==> src/rtl/muldiv_pkg.sv <==
// ============================================================================
//  muldiv_pkg
//  Shared types for the EX-stage iterative multiply/divide unit.
//  Rev 1.0
// ============================================================================
`default_nettype none

package muldiv_pkg;

    localparam int c_XLEN_MAX = 64;

    // Encoded to match the RV32M/RV64M funct3 field
    typedef enum logic [2:0] {
        MD_MUL    = 3'b000,
        MD_MULH   = 3'b001,
        MD_MULHSU = 3'b010,
        MD_MULHU  = 3'b011,
        MD_DIV    = 3'b100,
        MD_DIVU   = 3'b101,
        MD_REM    = 3'b110,
        MD_REMU   = 3'b111
    } mdop_t;

    typedef enum logic [1:0] {
        ST_IDLE = 2'd0,
        ST_CALC = 2'd1,
        ST_DONE = 2'd2
    } mdst_t;

    typedef struct packed {
        logic                  is_md;
        mdop_t                 mdop;
        logic [c_XLEN_MAX-1:0] opr_a;
        logic [c_XLEN_MAX-1:0] opr_b;
        logic [4:0]            rd;
    } ex_muldiv_in_t;

    typedef struct packed {
        logic                  busy;
        logic                  valid;
        logic [4:0]            rd;
        logic [c_XLEN_MAX-1:0] res;
    } ex_muldiv_out_t;

    function automatic logic op_is_div(input mdop_t op);
        return (op == MD_DIV) || (op == MD_DIVU) || (op == MD_REM) || (op == MD_REMU);
    endfunction

    function automatic logic op_a_signed(input mdop_t op);
        return (op == MD_MULH) || (op == MD_MULHSU) || (op == MD_DIV) || (op == MD_REM);
    endfunction

    function automatic logic op_b_signed(input mdop_t op);
        return (op == MD_MULH) || (op == MD_DIV) || (op == MD_REM);
    endfunction

endpackage

`default_nettype wire

==> src/rtl/muldiv_sign_fixup.sv <==
// ============================================================================
//  muldiv_sign_fixup
//  Operand magnitude extraction and final result negation for mul and div.
//  Rev 1.0
// ============================================================================
`default_nettype none

module muldiv_sign_fixup #(
    parameter int XLEN = 32
) (
    input  logic [XLEN-1:0]   i_opr_a,
    input  logic [XLEN-1:0]   i_opr_b,
    input  logic              i_a_signed,
    input  logic              i_b_signed,
    output logic [XLEN-1:0]   o_a_mag,
    output logic [XLEN-1:0]   o_b_mag,
    output logic              o_a_neg,
    output logic              o_b_neg,
    input  logic [2*XLEN-1:0] i_raw_res,
    input  logic              i_res_neg,
    output logic [2*XLEN-1:0] o_fix_res
);

    // The magnitude of the most negative value is exact as an unsigned XLEN value
    always_comb begin
        o_a_neg   = i_a_signed & i_opr_a[XLEN-1];
        o_b_neg   = i_b_signed & i_opr_b[XLEN-1];
        o_a_mag   = o_a_neg ? -i_opr_a : i_opr_a;
        o_b_mag   = o_b_neg ? -i_opr_b : i_opr_b;
        o_fix_res = i_res_neg ? -i_raw_res : i_raw_res;
    end

endmodule

`default_nettype wire

==> src/rtl/ex_muldiv_unit.sv <==
// ============================================================================
//  ex_muldiv_unit
//  Bit-serial RV32M/RV64M multiply/divide unit sitting beside the EX-stage ALU.
//  Rev 1.0
// ============================================================================
`default_nettype none

module ex_muldiv_unit
    import muldiv_pkg::*;
#(
    parameter int XLEN = 32
) (
    input  logic            clk,
    input  logic            rst,
    input  logic            flush,
    input  logic            in_valid,
    output logic            in_ready,
    input  mdop_t           mdop,
    input  logic [XLEN-1:0] opr_a,
    input  logic [XLEN-1:0] opr_b,
    input  logic [4:0]      rd_in,
    output logic            busy,
    output logic            out_valid,
    output logic [4:0]      rd_out,
    output logic [XLEN-1:0] res
);

    localparam int              CNT_W      = $clog2(XLEN) + 1;
    localparam logic [CNT_W-1:0] c_CNT_LAST = CNT_W'(XLEN - 1);
    localparam logic [XLEN-1:0] c_MIN      = {1'b1, {(XLEN-1){1'b0}}};

    mdst_t             r_state_q,    w_state_d;
    mdop_t             r_op_q,       w_op_d;
    logic [4:0]        r_rd_q,       w_rd_d;
    logic [XLEN-1:0]   r_b_q,        w_b_d;
    logic              r_sa_q,       w_sa_d;
    logic              r_sb_q,       w_sb_d;
    logic [CNT_W-1:0]  r_cnt_q,      w_cnt_d;
    logic [2*XLEN-1:0] r_prod_q,     w_prod_d;
    logic [XLEN-1:0]   r_rem_q,      w_rem_d;
    logic              r_spec_q,     w_spec_d;
    logic [XLEN-1:0]   r_spec_res_q, w_spec_res_d;
    logic [XLEN-1:0]   r_res_q,      w_res_d;
    logic [4:0]        r_rd_out_q,   w_rd_out_d;

    logic [XLEN-1:0]   w_a_mag, w_b_mag;
    logic              w_a_neg, w_b_neg;
    logic              w_div0, w_ovf;
    logic [XLEN-1:0]   w_spec_val;
    logic [XLEN:0]     w_mul_sum;
    logic [XLEN:0]     w_div_shift;
    logic              w_div_ge;
    logic [XLEN-1:0]   w_div_sub;
    logic [2*XLEN-1:0] w_raw, w_fix;
    logic              w_neg;
    logic [XLEN-1:0]   w_res_done;

    muldiv_sign_fixup #(.XLEN(XLEN)) u_sign_fixup (
        .i_opr_a    (opr_a),
        .i_opr_b    (opr_b),
        .i_a_signed (op_a_signed(mdop)),
        .i_b_signed (op_b_signed(mdop)),
        .o_a_mag    (w_a_mag),
        .o_b_mag    (w_b_mag),
        .o_a_neg    (w_a_neg),
        .o_b_neg    (w_b_neg),
        .i_raw_res  (w_raw),
        .i_res_neg  (w_neg),
        .o_fix_res  (w_fix)
    );

    always_comb begin
        w_div0     = op_is_div(mdop) && (opr_b == '0);
        w_ovf      = ((mdop == MD_DIV) || (mdop == MD_REM)) && (opr_a == c_MIN) && (opr_b == '1);
        w_spec_val = '0;
        if (w_div0) begin
            w_spec_val = ((mdop == MD_DIV) || (mdop == MD_DIVU)) ? '1 : opr_a;
        end else if (w_ovf) begin
            w_spec_val = (mdop == MD_DIV) ? c_MIN : '0;
        end
    end

    // The XLEN+1-bit partial remainder exists only as the shifted trial value;
    // the stored remainder is always below the divisor and fits XLEN bits.
    assign w_mul_sum   = {1'b0, r_prod_q[2*XLEN-1:XLEN]} + {1'b0, r_b_q};
    assign w_div_shift = {r_rem_q, r_prod_q[XLEN-1]};
    assign w_div_ge    = (w_div_shift >= {1'b0, r_b_q});
    assign w_div_sub   = w_div_shift[XLEN-1:0] - r_b_q;

    always_comb begin
        w_raw = r_prod_q;
        w_neg = r_sa_q ^ r_sb_q;
        case (r_op_q)
            MD_DIV, MD_DIVU: w_raw = {{XLEN{1'b0}}, r_prod_q[XLEN-1:0]};
            MD_REM, MD_REMU: begin
                w_raw = {{XLEN{1'b0}}, r_rem_q};
                w_neg = r_sa_q;
            end
            default: ;
        endcase
        w_res_done = w_fix[XLEN-1:0];
        if (r_spec_q) begin
            w_res_done = r_spec_res_q;
        end else if ((r_op_q == MD_MULH) || (r_op_q == MD_MULHSU) || (r_op_q == MD_MULHU)) begin
            w_res_done = w_fix[2*XLEN-1:XLEN];
        end
    end

    always_ff @(posedge clk or posedge rst) begin
        if (rst) begin
            r_state_q <= ST_IDLE;
        end else begin
            r_state_q <= w_state_d;
        end
    end

    always_comb begin
        w_state_d = r_state_q;
        if (flush) begin
            w_state_d = ST_IDLE;
        end else begin
            case (r_state_q)
                ST_IDLE: if (in_valid) w_state_d = (w_div0 || w_ovf) ? ST_DONE : ST_CALC;
                ST_CALC: if (r_cnt_q == c_CNT_LAST) w_state_d = ST_DONE;
                ST_DONE: w_state_d = ST_IDLE;
                default: w_state_d = ST_IDLE;
            endcase
        end
    end

    always_comb begin
        in_ready  = (r_state_q == ST_IDLE);
        busy      = ~in_ready;
        out_valid = (r_state_q == ST_DONE) && !flush;
        res       = (r_state_q == ST_DONE) ? w_res_done : r_res_q;
        rd_out    = (r_state_q == ST_DONE) ? r_rd_q : r_rd_out_q;
    end

    always_comb begin
        w_op_d       = r_op_q;
        w_rd_d       = r_rd_q;
        w_b_d        = r_b_q;
        w_sa_d       = r_sa_q;
        w_sb_d       = r_sb_q;
        w_cnt_d      = r_cnt_q;
        w_prod_d     = r_prod_q;
        w_rem_d      = r_rem_q;
        w_spec_d     = r_spec_q;
        w_spec_res_d = r_spec_res_q;
        w_res_d      = r_res_q;
        w_rd_out_d   = r_rd_out_q;
        case (r_state_q)
            ST_IDLE: begin
                if (in_valid && !flush) begin
                    w_op_d       = mdop;
                    w_rd_d       = rd_in;
                    w_b_d        = w_b_mag;
                    w_sa_d       = w_a_neg;
                    w_sb_d       = w_b_neg;
                    w_cnt_d      = '0;
                    w_prod_d     = {{XLEN{1'b0}}, w_a_mag};
                    w_rem_d      = '0;
                    w_spec_d     = w_div0 || w_ovf;
                    w_spec_res_d = w_spec_val;
                end
            end
            ST_CALC: begin
                w_cnt_d = r_cnt_q + 1'b1;
                if (op_is_div(r_op_q)) begin
                    // Low half shifts dividend bits out and quotient bits in
                    w_rem_d  = w_div_ge ? w_div_sub : w_div_shift[XLEN-1:0];
                    w_prod_d = {r_prod_q[2*XLEN-1:XLEN], r_prod_q[XLEN-2:0], w_div_ge};
                end else if (r_prod_q[0]) begin
                    w_prod_d = {w_mul_sum, r_prod_q[XLEN-1:1]};
                end else begin
                    w_prod_d = {1'b0, r_prod_q[2*XLEN-1:1]};
                end
            end
            ST_DONE: begin
                if (!flush) begin
                    w_res_d    = w_res_done;
                    w_rd_out_d = r_rd_q;
                end
            end
            default: ;
        endcase
    end

    always_ff @(posedge clk or posedge rst) begin
        if (rst) begin
            r_op_q       <= MD_MUL;
            r_rd_q       <= '0;
            r_b_q        <= '0;
            r_sa_q       <= 1'b0;
            r_sb_q       <= 1'b0;
            r_cnt_q      <= '0;
            r_prod_q     <= '0;
            r_rem_q      <= '0;
            r_spec_q     <= 1'b0;
            r_spec_res_q <= '0;
            r_res_q      <= '0;
            r_rd_out_q   <= '0;
        end else begin
            r_op_q       <= w_op_d;
            r_rd_q       <= w_rd_d;
            r_b_q        <= w_b_d;
            r_sa_q       <= w_sa_d;
            r_sb_q       <= w_sb_d;
            r_cnt_q      <= w_cnt_d;
            r_prod_q     <= w_prod_d;
            r_rem_q      <= w_rem_d;
            r_spec_q     <= w_spec_d;
            r_spec_res_q <= w_spec_res_d;
            r_res_q      <= w_res_d;
            r_rd_out_q   <= w_rd_out_d;
        end
    end

endmodule

`default_nettype wire

==> config.mk <==
export PLATFORM = sky130hd
export DESIGN_NAME = ex_muldiv_unit
export DESIGN_NICKNAME = d
export VERILOG_FILES = /design/src/rtl/muldiv_pkg.sv /design/src/rtl/muldiv_sign_fixup.sv /design/src/rtl/ex_muldiv_unit.sv
export SDC_FILE = /design/constraint.sdc
export NUM_CORES = 1
export LEC_CHECK = 0
export CAP_MARGIN = 10
export CORE_MARGIN = 3
export CORE_UTILIZATION = 50
export CTS_CLUSTER_SIZE = 28
export DETAILED_ROUTE_END_ITERATION = 6
export PLACE_DENSITY = 0.69
export SLEW_MARGIN = 15
export SYNTH_ARGS = -nofsm -noshare
export SYNTH_HDL_FRONTEND = slang
export SYNTH_SLANG_ARGS = --single-unit
==> constraint.sdc <==
create_clock -name clk -period 15.7 [get_ports clk]
set_clock_uncertainty 0.05 [all_clocks]
set_input_delay 3.14 -clock clk [delete_from_list [all_inputs] [get_ports clk]]
set_output_delay 3.14 -clock clk [all_outputs]
set_load 0.1 [all_outputs]
**Word level (Yosys, flattened, before mapping)**

Cells that the tools add are included.

- Register bits: 216

- Mux-type cells: 28
- $add $sub $neg: 6
- $lt $le $gt $ge: 1
- Bitwise gates (word level): 5
- Equality and inequality tests: 23
- Reductions and logical operators: 32

Operator list:

| kind | number |
|---|---|
| $mux 32 | 12 |
| $mux 64 | 4 |
| $pmux 64 s2 | 2 |
| $eq 32x32->1 const B | 2 |
| $neg 32->32 | 2 |
| $neg 64->64 | 1 |
| $pmux 32 s2 | 1 |
| $add 32x32->33 | 1 |
| $ge 33x32->1 | 1 |
| $logic_not 32->1 | 1 |
| $sub 32x32->32 | 1 |
| $eq 3x3->1 const B | 8 |
| $logic_or 1x1->1 | 15 |
| $pmux 6 s2 | 1 |
| $eq 3x2->1 const B | 3 |
| $mux 2 | 4 |
| $reduce_and 2->1 | 4 |
| $add 6x1->6 const B | 1 |
| $eq 3x1->1 const B | 2 |
| $eq 6x5->1 const B | 1 |
| $mux 6 | 1 |
| $ne 3x3->1 const B | 2 |
| $reduce_and 3->1 | 2 |
| $logic_and 1x1->1 | 5 |
| other kinds (14) | 18 |

**Logic depth before layout (Yosys ltp)**

Gate-level depths: netlist of run 1.

- Depth in word-level cells: 10
- Gate-level depth with buffers: 15
- Mapped depth without buffers: 13

**By module**

A second synthesis of run 1 with hierarchy kept.

- Cells, all modules: 2205
- Area, all modules: 17382.9 um^2

By module, submodules not included:

| module | area each (um^2) | instances | cells an instance |
|---|---|---|---|
| ex_muldiv_unit | 14518.9 | 1 | 1775 |
| muldiv_sign_fixup | 2864.0 | 1 | 430 |

**Least setup slack after synthesis of run 1**

No wires, ideal clock.

- Path kind: register -> output
- From: register r_op_q[2]
- To: output port res[0]
- Required time: 12510 ps
- Slack: 7103 ps
- Arrival: 5407 ps
- Cell stages (with the launch flop): 16
- Cells stage by stage: dfrtp_1 buf_4 nand2_2 buf_1 clkbuf_1 mux2i_1 ha_1 o21a_1 and4_1 buf_4 nand2_2 o41ai_2 xor2_1 a211oi_1 a21oi_1 o21ai_0

- Longest elaborated chain between the ends: 8
- Elaborated cells between the ends (all ways): 18
- Those cells by class: add/sub: 1; eq/ne: 7; mux: 6; reduce/logical: 4

Ends and longest elaborated chain:

| element | RTL line | RTL |
|---|---|---|
| from (decl) | ex_muldiv_unit.sv:33 | `mdop_t r_op_q, w_op_d;` |
| from (signal assigned) | ex_muldiv_unit.sv:204 | `r_op_q <= w_op_d;` |
| $eq 3x3->1 | ex_muldiv_unit.sv:93 | `case (r_op_q)` |
| $reduce_or 2->1 | ex_muldiv_unit.sv:93 |  |
| $pmux 64 s2 | ex_muldiv_unit.sv:93 |  |
| $neg 64->64 | muldiv_sign_fixup.sv:30 | `o_fix_res = i_res_neg ? -i_raw_res : i_raw_res;` |
| $mux 64 | muldiv_sign_fixup.sv:30 |  |
| $mux 32 (*) | ex_muldiv_unit.sv:104 | `end else if ((r_op_q == MD_MULH) \|\| (r_op_q == MD_MULHSU) \|\| (r_op_q == MD_MULHU)) begin` |
| $mux 32 (*) | ex_muldiv_unit.sv:102 | `if (r_spec_q) begin` |
| $mux 32 (*) | ex_muldiv_unit.sv:135 | `res = (r_state_q == ST_DONE) ? w_res_done : r_res_q;` |
| to (decl) | ex_muldiv_unit.sv:25 | `output logic [XLEN-1:0] res` |

Mark *: on every way between the ends. The rest lies on a longest branch, timed or not.

**Worst setup path after layout of run 1**

- From: register r_op_q[2]
- To: output port res[17]

The elaborated chain is that of the path after synthesis.

==> results of run 1 <==
[per-layer routing]
metal | track usage | share of wire | vias up
met2 | 0.489 | 0.44 | 631
li1 | - | - | 7973
met3 | 0.0318 | 0.058 | 115
met5 | 0 | 0 | -
met4 | 0.156 | 0.057 | 0
met1 | 0.434 | 0.44 | 7939
[metrics by stage]
stage,setup WS [ps],total power (µW),util
floorplan,6600,3000,-
global placement,6780,3720,0.553
detailed placement,6750,3760,0.553
CTS,6720,4380,0.578
global route,6470,4700,0.578
finish,6670,4410,0.578
[worst paths after layout]
path / endpoint / start / slack [ps]
min: r_cnt_q[5] / r_cnt_q[5] / 430
max in group asynchronous: r_op_q[2] / rst / 11140
max reg2reg: r_res_q[31] / r_op_q[2] / 11330
max: res[17] / r_op_q[2] / 6670
min in group asynchronous: r_res_q[10] / rst / 3030
min reg2reg: r_cnt_q[5] / r_cnt_q[5] / 430
[worst reg2reg max path, stage by stage (launching register included)]
cell and delay, ps:
dfrtp_4 610, buf_4 820, and4bb_1 420, o22ai_1 140, nor4_2 390, nand4_2 440, o41ai_1 610, xor2_1 180
mux2i_1 80, mux2i_1 380, o21ai_1 120
[state kept, by name, indices dropped and copies added, names as in the netlist]
register	cells
r_b_q	32
r_cnt_q	6
r_op_q	3
r_prod_q	64
r_rd_out_q	5
r_rd_q	5
r_rem_q	32
r_res_q	32
r_sa_q	1
r_sb_q	1
r_spec_q	1
r_spec_res_q	32
r_state_q	2
[cell usage after synthesis (5+ instances only)]
master / n / area [µm²]
nand2_1: 331 / 1240
dfrtp_1: 216 / 5410
o21ai_0: 194 / 971
a21oi_1: 145 / 726
nor2_1: 130 / 488
o21ai_1: 127 / 636
mux2i_1: 113 / 1130
clkbuf_1: 103 / 387
xnor2_1: 94 / 823
inv_1: 81 / 304
xor2_1: 76 / 666
ha_1: 69 / 863
a211oi_1: 38 / 285
nor3_1: 34 / 170
o211ai_1: 34 / 255
a31oi_1: 32 / 200
o31ai_1: 29 / 218
nand3_1: 25 / 125
nand4_1: 25 / 156
nor4_1: 20 / 125
nor2b_1: 17 / 106
or3_1: 16 / 100
and3_1: 15 / 93.8
a21o_1: 14 / 105
a32oi_1: 12 / 105
buf_1: 12 / 45.0
nand2b_1: 12 / 75.1
o21bai_1: 12 / 90.1
and2_1: 10 / 62.6
o21a_1: 10 / 75.1
o22ai_1: 10 / 62.6
o41ai_1: 10 / 87.6
a211o_1: 9 / 78.8
buf_4: 8 / 60.1
buf_2: 7 / 35.0
buf_6: 6 / 67.6
or4_1: 6 / 45.0
a21boi_0: 5 / 37.5
and4bb_2: 5 / 62.6
nand4bb_1: 5 / 56.3
[area by class of cell]
class                      count  share of cell area
multi-input combinational   1763               0.569
sequential                   216               0.275
timing repair buffer         137              0.0670
clock buffer                  33              0.0360
tap                          448              0.0285
inverter                      81              0.0159
clock inverter                15             0.00790
[power breakdown]
part / switching (µW) / internal [µW]
sequential: 330 / 745
clock: 259 / 355
combinational: 1750 / 976
total: 2340 / 2080
[logic make-up after synthesis]
group	after synthesis	synth area share
muxes	115	0.0662
xor gates and xnor gates	170	0.0855
AOI/OAI and AO/OA	722	0.249
buffers and inverters	217	0.0516
adders and majority gates	71	0.0519
and+or+nand+nor	685	0.186
DFF	216	0.310
==> metrics.txt, run 1 <==
via density per instance 6.19; Die W 193 µm; cells along the critical path buf_4 > and4bb_1 > o22ai_1 > nor4_2 > nand4_2 > o41ai_1 > xor2_1 > a211oi_1 > a21oi_1 > o21ai_1 > clkdlybuf4s50_1; syn avg cell area 7.93 µm²; GP Congestion 0.974; DP Area 18800 µm²; CP required 12510 ps; P_leak 0.00826 µW; first-pass GRT wire length 90.3 mm; RSZ-0062 raised after global routing false; DR WL/cell 21.8 µm; detailed-route wire length 58.8 mm; htree depth 1; Final Hold Fails 0; Post-CTS Setup Repair Bufs 0; startpoint types flip-flop; crit path buf inv count 2; EDFF count, synth 0; placed cells 2645; Critical Path Slowest Stage Cell clkdlybuf4s50_1; nature of the critical path endpoint output port; worst-margin pin slew 1110 ps; result of the run complete, no violations; num rows 67; Max Clk Rate 111 MHz; post-synthesis sequential element count 216; Clock Latency Late Sink 550 ps; most common cell after layout, fill and taps aside nand2_1; IO Pins 116; syn nets 2343; Vias 16658; CP max FO 78; yosys warns 0; crit path DAT 5840 ps; hold slack 432 ps; Slew Viols, Final 0; initial antenna violation count 1; IO Port Bufs 115; Initial Utilization 0.513; slowest cell delay on critical path 1170 ps; largest net degree at the start of global routing 97; residual DRC count 0; nets@finish 2372; vias in the first global route 15518; Synth cell types 79; Cells on Worst Hold Path 1; Post-Syn Instances 2196; most frequent cells in the layout nand2_1 (331), dfrtp_1 (214), o21ai_0 (194), a21oi_1 (145), nor2_1 (128); Post-CTS Hold Buffers 0; setup TNS 0 ps; post-route insts no fill 2693; Clock Sinks 216; fraction of layout cells with a size suffix above 1 0.0512; Final Cycle Share 0.575; cells on worst reg2reg path 10; DR iter-0 viols 1298; core box area 34000 µm²; Antenna Nets Post-Route 0; CP top delay family buffers and inverters; clock-pin transition on the worst setup and hold timing paths 60 ps; fin crit period 9030 ps; clock root cell clkbuf_16; PwrDens 225 nW/µm²; synthesized area 17400 µm²; grt total ovfl 0; total stage count of the critical path 11; final HPWL from detailed placement 44.6 mm; die area 37100 µm²; post-synthesis sequential area ratio 0.310; prevailing post-synth register cell dfrtp_1; Resized Gates After CTS 0; Filler cells 3175; Rel. slew slack 0.258; Multi-input gate area 11200 µm²; # diodes 0; register area 5410 µm²; setup violators final 0; CTS tree built; TritonCTS Buffers 26; post-route cell area 19600 µm²; total routing usage reported by global routing 0.313; peak supply drop 0.000234 V; critical path type flip-flop to output port; max cap viols 0; area delta synth->final 12.7%; clock buffer depth 3; Hold Crit Class flip-flop to flip-flop; First-pass DRT Iterations 5; Async SR Flop Fraction 1.00; Die Height 193 µm
(Power assumes the default switching activity.)
==> inputs of run 2 (changes only) <==
- clock period: 15.7 -> 9.3 ns (I/O delays scaled with it)
==> run 2 against run 1 <==
First-iteration DRC count is 21% higher. Critical path depth is 1 higher. Routed wire length is 0.96% lower. Sequential cell count stayed put. Largest cell class unchanged.
==> metrics.txt, run 2 (synthesis gave the netlist of run 1 again) <==
result of the run complete, no violations; Clock Latency Late Sink 540 ps (about the same); largest net degree at the start of global routing 97 (unchanged); Die Height 193 µm (unchanged); DR WL/cell 21.6 µm (-1.0%); Filler cells 3126 (-1.5%); CTS tree built; die area 37100 µm² (unchanged); worst-margin pin slew 1140 ps (+23.7 ps); IO Pins 116 (unchanged); hold slack 426 ps (-5.36 ps); Post-CTS Hold Buffers 0 (unchanged); Reg power frac 0.252 (+0.008); P_sw 3900 µW (+67%); most common cell after layout, fill and taps aside nand2_1; Clock Sinks 216 (unchanged); Initial Utilization 0.513 (unchanged); grt total ovfl 0 (unchanged); max cap viols 0 (unchanged); via density per instance 6.25 (+1.0%); Hold Crit Class flip-flop to flip-flop; first-pass GRT wire length 90.1 mm (-0.16%); CP max FO 52 (-33%); Post-CTS Setup Repair Bufs 0 (unchanged); initial antenna violation count 0 (-1); GP Congestion 1.02 (+4.8%); Die W 193 µm (unchanged); startpoint types flip-flop; sw frac 0.529 (-0.000976); setup TNS 0 ps (unchanged); most frequent cells in the layout nand2_1 (331), dfrtp_1 (214), o21ai_0 (194), a21oi_1 (145), nor2_1 (128); clock root cell clkbuf_16; CP required 7390 ps (-5120 ps); Slew Viols, Final 0 (unchanged); nature of the critical path endpoint output port; worst slack, placed 1920 ps (-4830 ps); area delta synth->final 12.6%; clock buffer depth 3 (unchanged); DR iter-0 viols 1568 (+21%); Met1 Routed Length 25.2 mm (-3.6%); Largest Register r_prod_q; critical path type flip-flop to output port; Rel. slew slack 0.243 (-0.0152); met2 wire len 25.6 mm (-1.0%); Max Clk Rate 126 MHz; uppermost layer routed met4; total power 7380 µW (+67%); total routing usage reported by global routing 0.309 (-0.00445); TritonCTS Buffers 27 (+3.8%); nets@finish 2375 (+0.13%); met3 wire len 4.36 mm (+27%); Resized Gates After CTS 0 (unchanged); detailed-route wire length 58.2 mm (-0.96%); vias in the first global route 15910 (+2.5%); setup violators final 0 (unchanged); Final Hold Fails 0 (unchanged); Vias 16845 (+1.1%); # diodes 0 (unchanged); crit path DAT 6060 ps (+220 ps); fin crit period 7970 ps; clock group share of total power 0.133 (-0.006); RSZ-0062 raised after global routing false; max reg flops 64 (unchanged); core box area 34000 µm² (unchanged); num rows 67 (unchanged); htree depth 1 (unchanged); Antenna Nets Post-Route 0 (unchanged); PwrDens 376 nW/µm² (+67%); residual DRC count 0 (unchanged); final HPWL from detailed placement 43.9 mm (-1.4%); clock-pin transition on the worst setup and hold timing paths 50 ps (about the same); P_leak 0.00824 µW (-0.26%); fraction of layout cells with a size suffix above 1 0.0503 (-0.000936); Final Cycle Share 0.857; Comb pwr share 0.615 (-0.002); worst setup margin 1330 ps (-5340 ps); Power Internal 3480 µW (+68%); IO Port Bufs 115 (unchanged); First-pass DRT Iterations 5 (unchanged); peak supply drop 0.000346 V (+48%)
[run 2: per-layer routing]
layer	GRT usage	up-vias
met3	0.0363	141
met5	0	-
li1	-	7972
met1	0.421	8027
met4	0.143	0
met2	0.491	705
[run 2: final cells by class]
type | instances | area (µm²) | area share
Tap cell | 448 | 561 | 0.0286
Clock inverter | 8 | 48.8 | 0.00249
Clock buffer | 40 | 774 | 0.0395
Multi-Input combinational cell | 1763 | 11200 | 0.570
Timing Repair Buffer | 139 | 1330 | 0.0679
Inverter | 81 | 312 | 0.0159
Sequential cell | 216 | 5410 | 0.276
[run 2: metrics by stage]
stage	utilization	instances	cell area (µm²)
final	0.578	2695	19600
after global routing	0.578	2695	19600
after CTS	0.578	2695	19600
after detailed placement	0.553	2647	18800
after global placement	0.553	2647	18800
after floorplan	-	2196	17400
[run 2: path summary, 6_finish.rpt]
kind	depth (start not counted)	slack [ps]	from	to
max in group asynchronous	3	5980	rst	r_op_q[2]
setup reg to reg	11	4770	r_op_q[2]	r_res_q[31]
min in group asynchronous	2	1780	rst	r_spec_res_q[23]
hold reg to reg	2	430	r_rd_out_q[3]	r_rd_out_q[3]
hold / removal	2	430	r_rd_out_q[3]	r_rd_out_q[3]
setup / recovery	12	1330	r_op_q[2]	res[17]
[run 2: power groups by stage]
| stage | logic (µW) | registers (µW) | clock network [µW] |
|---|---|---|---|
| 4_1_cts | 4480 | 1830 | 994 |
| 6_report | 4530 | 1860 | 984 |
| 3_5_place_dp | 4460 | 1850 | 0 |
| 5_1_grt | 4900 | 1900 | 1040 |
| 2_1_floorplan | 3510 | 1540 | 0 |
| 3_3_place_gp | 4410 | 1840 | 0 |
[run 2: worst max-delay path, cell delays in order (launching register included)]
cell and delay [ps]:
dfrtp_4 880, nand2_2 500, buf_4 380, mux2i_1 290, nor4bb_4 350, buf_4 290, nand4_2 440, o41ai_1 560
xor2_1 110, a211oi_1 260, a21oi_1 100, o21ai_1 200, clkdlybuf4s50_1 1150
